### src/rtl/amoa_err_monitor.sv
// Error monitor for the approximate 8-operand adder: delays the exact operand sum by LAT cycles,
// compares it with summ and accumulates windowed error statistics. Optional: AMOA_ERRMON_MAX_EN.
module amoa_err_monitor #(
  parameter int unsigned LAT = 2
) (
  input  logic        i_clk,
  input  logic        i_rst_n,
  input  logic        i_start,
  input  logic [15:0] i_win_len,
  input  logic        i_in_vld,
  input  logic [7:0]  i_x0,
  input  logic [7:0]  i_x1,
  input  logic [7:0]  i_x2,
  input  logic [7:0]  i_x3,
  input  logic [7:0]  i_x4,
  input  logic [7:0]  i_x5,
  input  logic [7:0]  i_x6,
  input  logic [7:0]  i_x7,
  input  logic [10:0] i_summ,
  output logic        o_busy,
  output logic        o_done,
  output logic [15:0] o_smp_cnt,
  output logic [15:0] o_err_cnt,
  output logic [26:0] o_abs_err_sum,
  output logic [10:0] o_max_abs_err
);

  typedef enum logic [1:0] {StIdle = 2'd0, StRun = 2'd1, StDone = 2'd2} state_e;

  state_e         r_state;
  state_e         w_state_nxt;
  logic [15:0]    r_win_len;
  logic [15:0]    r_smp_cnt;
  logic [15:0]    r_err_cnt;
  logic [26:0]    r_abs_err_sum;
  logic [10:0]    r_ex_pipe [LAT];
  logic [LAT-1:0] r_tag_pipe;

  logic [10:0] w_ex;
  logic [11:0] w_err;
  logic [11:0] w_err_neg;
  logic [10:0] w_abs;
  logic [15:0] w_smp_nxt;
  logic        w_start_ok;
  logic        w_tag_in;
  logic        w_cmp;
  logic        w_last;

  assign w_ex = {3'b0, i_x0} + {3'b0, i_x1} + {3'b0, i_x2} + {3'b0, i_x3}
              + {3'b0, i_x4} + {3'b0, i_x5} + {3'b0, i_x6} + {3'b0, i_x7};

  // start is only honoured outside RUN and with a nonzero window length
  assign w_start_ok = i_start && (i_win_len != 16'd0) && (r_state != StRun);
  assign w_tag_in   = i_in_vld && (r_state == StRun);
  assign w_cmp      = r_tag_pipe[LAT-1] && (r_state == StRun);
  assign w_smp_nxt  = r_smp_cnt + 16'd1;
  assign w_last     = w_cmp && (w_smp_nxt == r_win_len);

  assign w_err     = {1'b0, r_ex_pipe[LAT-1]} - {1'b0, i_summ};
  assign w_err_neg = ~w_err + 12'd1;
  assign w_abs     = w_err[11] ? w_err_neg[10:0] : w_err[10:0];

  always_ff @(posedge i_clk or negedge i_rst_n) begin
    if (!i_rst_n) begin
      r_state <= StIdle;
    end else begin
      r_state <= w_state_nxt;
    end
  end

  always_comb begin
    w_state_nxt = r_state;
    unique case (r_state)
      StIdle, StDone: if (w_start_ok) w_state_nxt = StRun;
      StRun:          if (w_last) w_state_nxt = StDone;
      default:        w_state_nxt = StIdle;
    endcase
  end

  always_comb begin
    o_busy        = (r_state == StRun);
    o_done        = (r_state == StDone);
    o_smp_cnt     = r_smp_cnt;
    o_err_cnt     = r_err_cnt;
    o_abs_err_sum = r_abs_err_sum;
  end

  // Tags are flushed on window arm and on window end so in-flight samples never count
  always_ff @(posedge i_clk or negedge i_rst_n) begin
    if (!i_rst_n) begin
      for (int unsigned i = 0; i < LAT; i++) r_ex_pipe[i] <= '0;
      r_tag_pipe <= '0;
    end else begin
      r_ex_pipe[0] <= w_ex;
      for (int unsigned i = 1; i < LAT; i++) r_ex_pipe[i] <= r_ex_pipe[i-1];
      if (w_start_ok || w_last) begin
        r_tag_pipe <= '0;
      end else begin
        r_tag_pipe[0] <= w_tag_in;
        for (int unsigned i = 1; i < LAT; i++) r_tag_pipe[i] <= r_tag_pipe[i-1];
      end
    end
  end

  always_ff @(posedge i_clk or negedge i_rst_n) begin
    if (!i_rst_n) begin
      r_win_len     <= '0;
      r_smp_cnt     <= '0;
      r_err_cnt     <= '0;
      r_abs_err_sum <= '0;
    end else if (w_start_ok) begin
      r_win_len     <= i_win_len;
      r_smp_cnt     <= '0;
      r_err_cnt     <= '0;
      r_abs_err_sum <= '0;
    end else if (w_cmp) begin
      r_smp_cnt     <= w_smp_nxt;
      r_err_cnt     <= r_err_cnt + {15'd0, (w_abs != 11'd0)};
      r_abs_err_sum <= r_abs_err_sum + {16'd0, w_abs};
    end
  end

`ifdef AMOA_ERRMON_MAX_EN
  logic [10:0] r_max_abs_err;

  always_ff @(posedge i_clk or negedge i_rst_n) begin
    if (!i_rst_n) begin
      r_max_abs_err <= '0;
    end else if (w_start_ok) begin
      r_max_abs_err <= '0;
    end else if (w_cmp && (w_abs > r_max_abs_err)) begin
      r_max_abs_err <= w_abs;
    end
  end

  assign o_max_abs_err = r_max_abs_err;
`else
  assign o_max_abs_err = '0;
`endif

endmodule
### config.mk
export PLATFORM = sky130hd
export DESIGN_NAME = amoa_err_monitor
export DESIGN_NICKNAME = d
export VERILOG_FILES = /design/src/rtl/amoa_err_monitor.sv
export SDC_FILE = /design/constraint.sdc
export NUM_CORES = 1
export LEC_CHECK = 0
export CORE_MARGIN = 5
export CORE_UTILIZATION = 40
export DETAILED_ROUTE_END_ITERATION = 6
export GPL_ROUTABILITY_DRIVEN = 1
export GPL_TIMING_DRIVEN = 0
export PLACE_DENSITY_LB_ADDON = 0.05
export SETUP_SLACK_MARGIN = 0.15
export SLEW_MARGIN = 20
export SYNTH_ARGS = -nofsm -noshare
export SYNTH_HDL_FRONTEND = slang
export SYNTH_SLANG_ARGS = --single-unit
export TNS_END_PERCENT = 50
### constraint.sdc
create_clock -name i_clk -period 4.9 [get_ports i_clk]
set_input_delay 0.735 -clock i_clk [delete_from_list [all_inputs] [get_ports i_clk]]
set_output_delay 0.735 -clock i_clk [all_outputs]
set_load 0.01 [all_outputs]
==> results of run 1 <==
path summary, 6_finish.rpt:
kind | startpoint | endpoint | slack (ns)
min in group i_clk | r_ex_pipe[14] | r_ex_pipe[3] | 0.35
min reg2reg | r_ex_pipe[14] | r_ex_pipe[3] | 0.35
max reg2reg | r_ex_pipe[0] | o_abs_err_sum[16] | 0.81
max in group asynchronous | i_rst_n | r_ex_pipe[15] | 3.95
max | i_summ[0] | o_abs_err_sum[16] | 0.34
min | i_rst_n | r_win_len[4] | 0.31
registers in the layout, summed over array words and instances (netlist names):
name / cells
r_win_len: 16
o_smp_cnt: 16
r_state: 2
o_err_cnt: 16
r_tag_pipe: 2
r_ex_pipe: 22
o_abs_err_sum: 27
cell usage after synthesis (all sizes together) (4+ instances only):
cell	n	area (um2)
buf	17	123
nand4	15	109
o21ai	28	140
a31o	4	35.0
dfrtp	101	2530
nor3	13	65.1
ha	38	475
xor2	41	359
and3	11	78.8
nor2	55	216
xnor2	43	377
or4	5	41.3
mux2	16	180
or3	10	63.8
nand3	18	103
o31ai	5	37.5
a21oi	46	234
and2	7	45.1
fa	49	981
inv	76	285
nor2b	4	25.0
a211oi	5	37.5
clkbuf	13	48.8
o21bai	4	30.0
a21o	10	75.1
o22ai	9	56.3
nand2	60	225
power groups by stage:
stage / combinational, uW / sequential [uW] / clock, uW
after global placement: 3590 / 1320 / 0
after floorplan: 2760 / 1320 / 0
after detailed placement: 3700 / 1330 / 0
after global routing: 4680 / 1360 / 822
final: 4180 / 1320 / 772
after CTS: 3840 / 1310 / 793
through the flow:
| stage | instance area, um2 | utilization [%] | TNS, ns | instances | setup slack (ns) |
|---|---|---|---|---|---|
| floorplan | 7360 | - | 0 | 752 | 0.327 |
| finish | 9800 | 54.6 | 0 | 1160 | 0.335 |
| global placement | 9200 | 51.2 | -91.66 | 1136 | -0.867 |
| detailed placement | 9230 | 51.4 | -11.19 | 1137 | -0.878 |
| global route | 9800 | 54.6 | 0 | 1160 | 0.136 |
| CTS | 9600 | 53.5 | 0 | 1154 | 0.151 |
per-layer routing:
layer	routed length (um)	global-route usage [%]
met1	7570	21.1
met2	9150	30.3
met3	909	3.68
met4	156	3.82
met5	0	0
final cells by class:
type | instances | area (um2) | share of cell area (%)
buffer | 32 | 220 | 2.25
multi-input combinational | 543 | 4530 | 46.2
timing repair buffer | 164 | 1640 | 16.8
tap | 229 | 287 | 2.92
clock buffer | 9 | 225 | 2.30
inverter | 76 | 285 | 2.91
clock inverter | 6 | 86.3 | 0.881
sequential | 101 | 2530 | 25.8
cells in the final DEF, fill, tap and decap left out, types with 11 or more instances in the layout:
cell,instances
xnor2_1,41
nor3_1,12
dfrtp_1,101
buf_4,19
o21ai_0,27
nand3_1,16
inv_1,76
clkbuf_1,13
clkdlybuf4s50_1,153
mux2_2,16
conb_1,11
nor2_1,50
fa_1,48
xor2_1,39
a21oi_1,39
nand2_1,60
ha_1,33
nand4_1,14
worst max-delay path, cell delays in order:
cell and delay (ns):
clkdlybuf4s50_1 0.41, ha_1 0.23, fa_1 0.42, nor2b_1 0.17, o2111ai_1 0.18, a31o_2 0.32
a221oi_2 0.28, and2_4 0.20, a21oi_1 0.09, xnor2_2 0.25, ha_4 0.27, and2_1 0.16
o21a_1 0.17, a211o_1 0.31, a21o_4 0.25, nand4_1 0.12, xor2_1 0.18, nor2_1 0.05
kinds of logic (layout without fill, tap and decap cells):
group / Yosys count / after routing / synth area share (%)
AO/OA/AOI/OAI: 132 / 132 / 11.2
buffers and inverters: 108 / 287 / 6.82
adder cells (fa/ha/maj): 87 / 87 / 19.9
flip-flops: 101 / 101 / 34.5
XOR/XNOR: 84 / 84 / 10.0
multiplexers: 19 / 19 / 2.87
AND/OR/NAND/NOR: 210 / 210 / 14.5
other: 1 / 11 / 0.0512
timing repair:
item,CTS,global route
buffers inserted,2,6
setup endpoints to repair,17,27
pin swaps,4,18
resized for setup,11,32
==> results_dict.tcl, run 1 <==
set metrics [dict create \
    place_congestion 0.829 \
    yosys_warnings 0 \
    htreeDepth 3 \
    rsz0062_at_grt "true" \
    firstDrtPassIters 4 \
    r2r_cells 18 \
    drc 0 \
    rows 49 \
    ctsLongestPathBuffers 2 \
    vias_per_cell 5.04 \
    die_x_um 145 \
    synthDistinctLibCells 64 \
    core_area_mm2 0.0180 \
    drive_above_1_share_pct 11.4 \
    final_nets 1109 \
    p_total_uw 6270 \
    portBuffers 155 \
    maxCapViolCount 0 \
    drv_slew 0 \
    wire_per_inst_um 15.3 \
    dr_total_vias 5852 \
    peakVddDrop_mv 0.448 \
    netSwitchingFraction_pct 43.3 \
    critPathCaptureType "register" \
    first_iter_violations 383 \
    hold_viol 0 \
    clk_latency_ns 0.35 \
    skew_ns 0.0136 \
    path_class "primary input to register" \
    internal-power_uw 3560 \
    finalSetupViolations 0 \
    crit_required_ns 5.13 \
    grt_remaining_overflow 0 \
    worst_pin_slew_ns 0.704 \
    startpoint_type "primary input" \
    hpwl_um 14200 \
    p_leak_uw 0.00429 \
    cts_tree "yes" \
    yosysSeqAreaShare_pct 34.5 \
    fin_crit_ns 4.56 \
    cts.sinks 101 \
    ys_ff_latch 101 \
    synth-edff-count 0 \
    synth.avg_cell_area_um2 9.87 \
    crit_fanout 6 \
    nFillCells 1613 \
    ys.flop_type "dfrtp_1" \
    diodes 0 \
    cts_root_buf "clkbuf_16" \
    numCtsBuffers 9 \
    arrival_ns 4.79 \
    cts_hold_buf 0 \
    cellPowerDensity_mw_per_mm2 640 \
    grt_pass1_vias 6249 \
    switchingPower_uw 2710 \
    fp.dieH_um 145 \
    antenna_found_initial 0 \
    syn_inst 742 \
    grt_use_total_pct 17.0 \
    fin_crit_sh_pct 93.2 \
    p_seq_share_pct 21.1 \
    async_flop_share_pct 100 \
    initial_core_util_pct 40.8 \
    postRouteAntennaNets 0 \
    worst_hold_path_type "primary input to async pin" \
    timing.slew.headroom_pct 53.0 \
    die_area_mm2 0.0211 \
    wirelength_um 17800 \
    status "finished, final reports clean" \
    synth.cell_area_mm2 0.00732 \
    combPwrFrac_pct 66.6 \
    fin_hold_ws_ns 0.313 \
    power.share.clock_pct 12.3 \
    ios 167 \
    cts.clk_slew.worst_paths_ns 0.07 \
    grt_pass1_wl_um 30100 \
    fmax_ghz 0.219 \
    syn_to_final_growth_pct 33.9 \
    grt_max_degree 56 \
]
(Power assumes the default switching activity.)
==> run 2: changes to the inputs <==
Settings changed: MAX_ROUTING_LAYER from default to met4.
==> results_dict.tcl, run 2 (synthesis gave the netlist of run 1 again) <==
set metrics [dict create \
    fin_hold_ws_ns 0.311 \
    first_iter_violations 409 \
    timing.slew.headroom_pct 54.1 \
    r2r_cells 18 \
    vias_per_cell 5.04 \
    numCtsBuffers 9 \
    rsz0062_at_grt "true" \
    die_area_mm2 0.0211 \
    grt_use_total_pct 17.5 \
    htreeDepth 3 \
    dr_total_vias 5844 \
    ios 167 \
    wirelength_um 17800 \
    cts.sinks 101 \
    cellPowerDensity_mw_per_mm2 639 \
    switchingPower_uw 2710 \
    grt_pass1_vias 6252 \
    setup_ws_ns 0.344 \
    netSwitchingFraction_pct 43.2 \
    crit_fanout 6 \
    cts_hold_buf 0 \
    portBuffers 155 \
    diodes 0 \
    final_nets 1109 \
    place_congestion 0.842 \
    peakVddDrop_mv 0.448 \
    path_class "primary input to register" \
    finalSetupViolations 0 \
    place_area_mm2 0.00923 \
    fmax_ghz 0.219 \
    largest_reg_flops 27 \
    wire_per_inst_um 15.3 \
    critical_path.startpoint "i_summ[0]" \
    worst_hold_path_type "primary input to async pin" \
    cts_tree "yes" \
    power.share.clock_pct 12.3 \
    die_x_um 145 \
    drv_slew 0 \
    internal-power_uw 3560 \
    ctsLongestPathBuffers 2 \
    maxCapViolCount 0 \
    p_leak_uw 0.00429 \
    hold_viol 0 \
    worst_pin_slew_ns 0.688 \
    critPathCaptureType "register" \
    cp_slowest_cell "fa_1" \
    combPwrFrac_pct 66.6 \
    slowest_delay_ns 0.42 \
    fp.dieH_um 145 \
    p_total_uw 6270 \
    drc 0 \
    worstPathCellList "clkdlybuf4s50_1 > ha_1 > fa_1 > nor2b_1 > o2111ai_1 > a31o_2 > a221oi_2 > and2_4 > a21oi_1 > xnor2_2 > ha_4 > and2_1 > o21a_1 > a211o_1 > a21o_4 > nand4_1 > xor2_1 > nor2_1" \
    fin_crit_sh_pct 93.0 \
    startpoint_type "primary input" \
    cts_root_buf "clkbuf_16" \
    postRouteAntennaNets 0 \
    drive_above_1_share_pct 11.4 \
    crit_required_ns 5.13 \
    initial_core_util_pct 40.8 \
    final_common_cell "clkdlybuf4s50_1" \
    dp_worst_setup_slack_ns -0.878 \
    hpwl_um 14200 \
    clk_latency_ns 0.35 \
    grt_max_degree 56 \
    cts.clk_slew.worst_paths_ns 0.07 \
    reg2reg_from "r_ex_pipe[0]" \
    multi_input_area_mm2 0.00453 \
    firstDrtPassIters 4 \
    regArea_mm2 0.00253 \
    skew_ns 0.0122 \
    antenna_found_initial 0 \
    status "finished, final reports clean" \
    mostFrequentLayoutCells "153 x clkdlybuf4s50_1, 101 x dfrtp_1, 76 x inv_1" \
    fin_crit_ns 4.56 \
    grt_remaining_overflow 0 \
    syn_to_final_growth_pct 33.9 \
    rows 49 \
    p_seq_share_pct 21.1 \
    arrival_ns 4.78 \
    final_area_mm2 0.00980 \
    grt_pass1_wl_um 30100 \
    core_area_mm2 0.0180 \
    nFillCells 1613 \
]
-- run 2: worst max-delay path: cells and delay by family --
kind            cells  cell delay (ns)
fa+ha+maj           3             0.92
buf+inv             1             0.41
compound gates      7             1.59
xor+xnor            2             0.43
simple gates        5             0.70
-- run 2: cell type report --
class,count,share of cell area (%)
clock buffers,9,2.30
plain buffers,32,2.25
multi-input cells,543,46.2
clock inverters,6,0.881
well taps,229,2.92
flip-flops and latches,101,25.8
repair buffers,164,16.8
inverters,76,2.91
-- run 2: timing repair --
action | in CTS | in global routing
setup buffers | 2 | 6
resized for setup | 11 | 32
pin swaps | 4 | 18
setup endpoints to repair | 17 | 27
-- run 2: metrics by stage --
step	setup TNS (ns)	utilization, %	instances
after global routing	0	54.6	1160
final	0	54.6	1160
after floorplan	0	-	752
after global placement	-91.66	51.2	1136
after detailed placement	-11.19	51.4	1137
after CTS	0	53.5	1154
-- run 2: worst paths after layout --
path | to | slack, ns
worst max register to register | o_abs_err_sum[16] | 0.82
worst min register to register | r_ex_pipe[3] | 0.35
max in group asynchronous | r_ex_pipe[15] | 3.95
min in group i_clk | r_ex_pipe[3] | 0.35
worst min-delay path | r_win_len[4] | 0.31
worst max-delay path | o_abs_err_sum[16] | 0.34
-- run 2: power by group through the flow --
stage	Clock [uW]	Sequential, uW	Combinational [uW]
finish	770	1320	4180
global route	822	1360	4680
floorplan	0	1320	2760
detailed placement	0	1330	3700
global placement	0	1320	3590
CTS	793	1310	3840
-- run 2: layer usage --
| layer | global-route usage [%] | part of all wire, % |
|---|---|---|
| met4 | 3.82 | 0.88 |
| met2 | 30.3 | 52 |
| met1 | 21.3 | 43 |
| met5 | - | 0 |
| met3 | 3.46 | 4.7 |
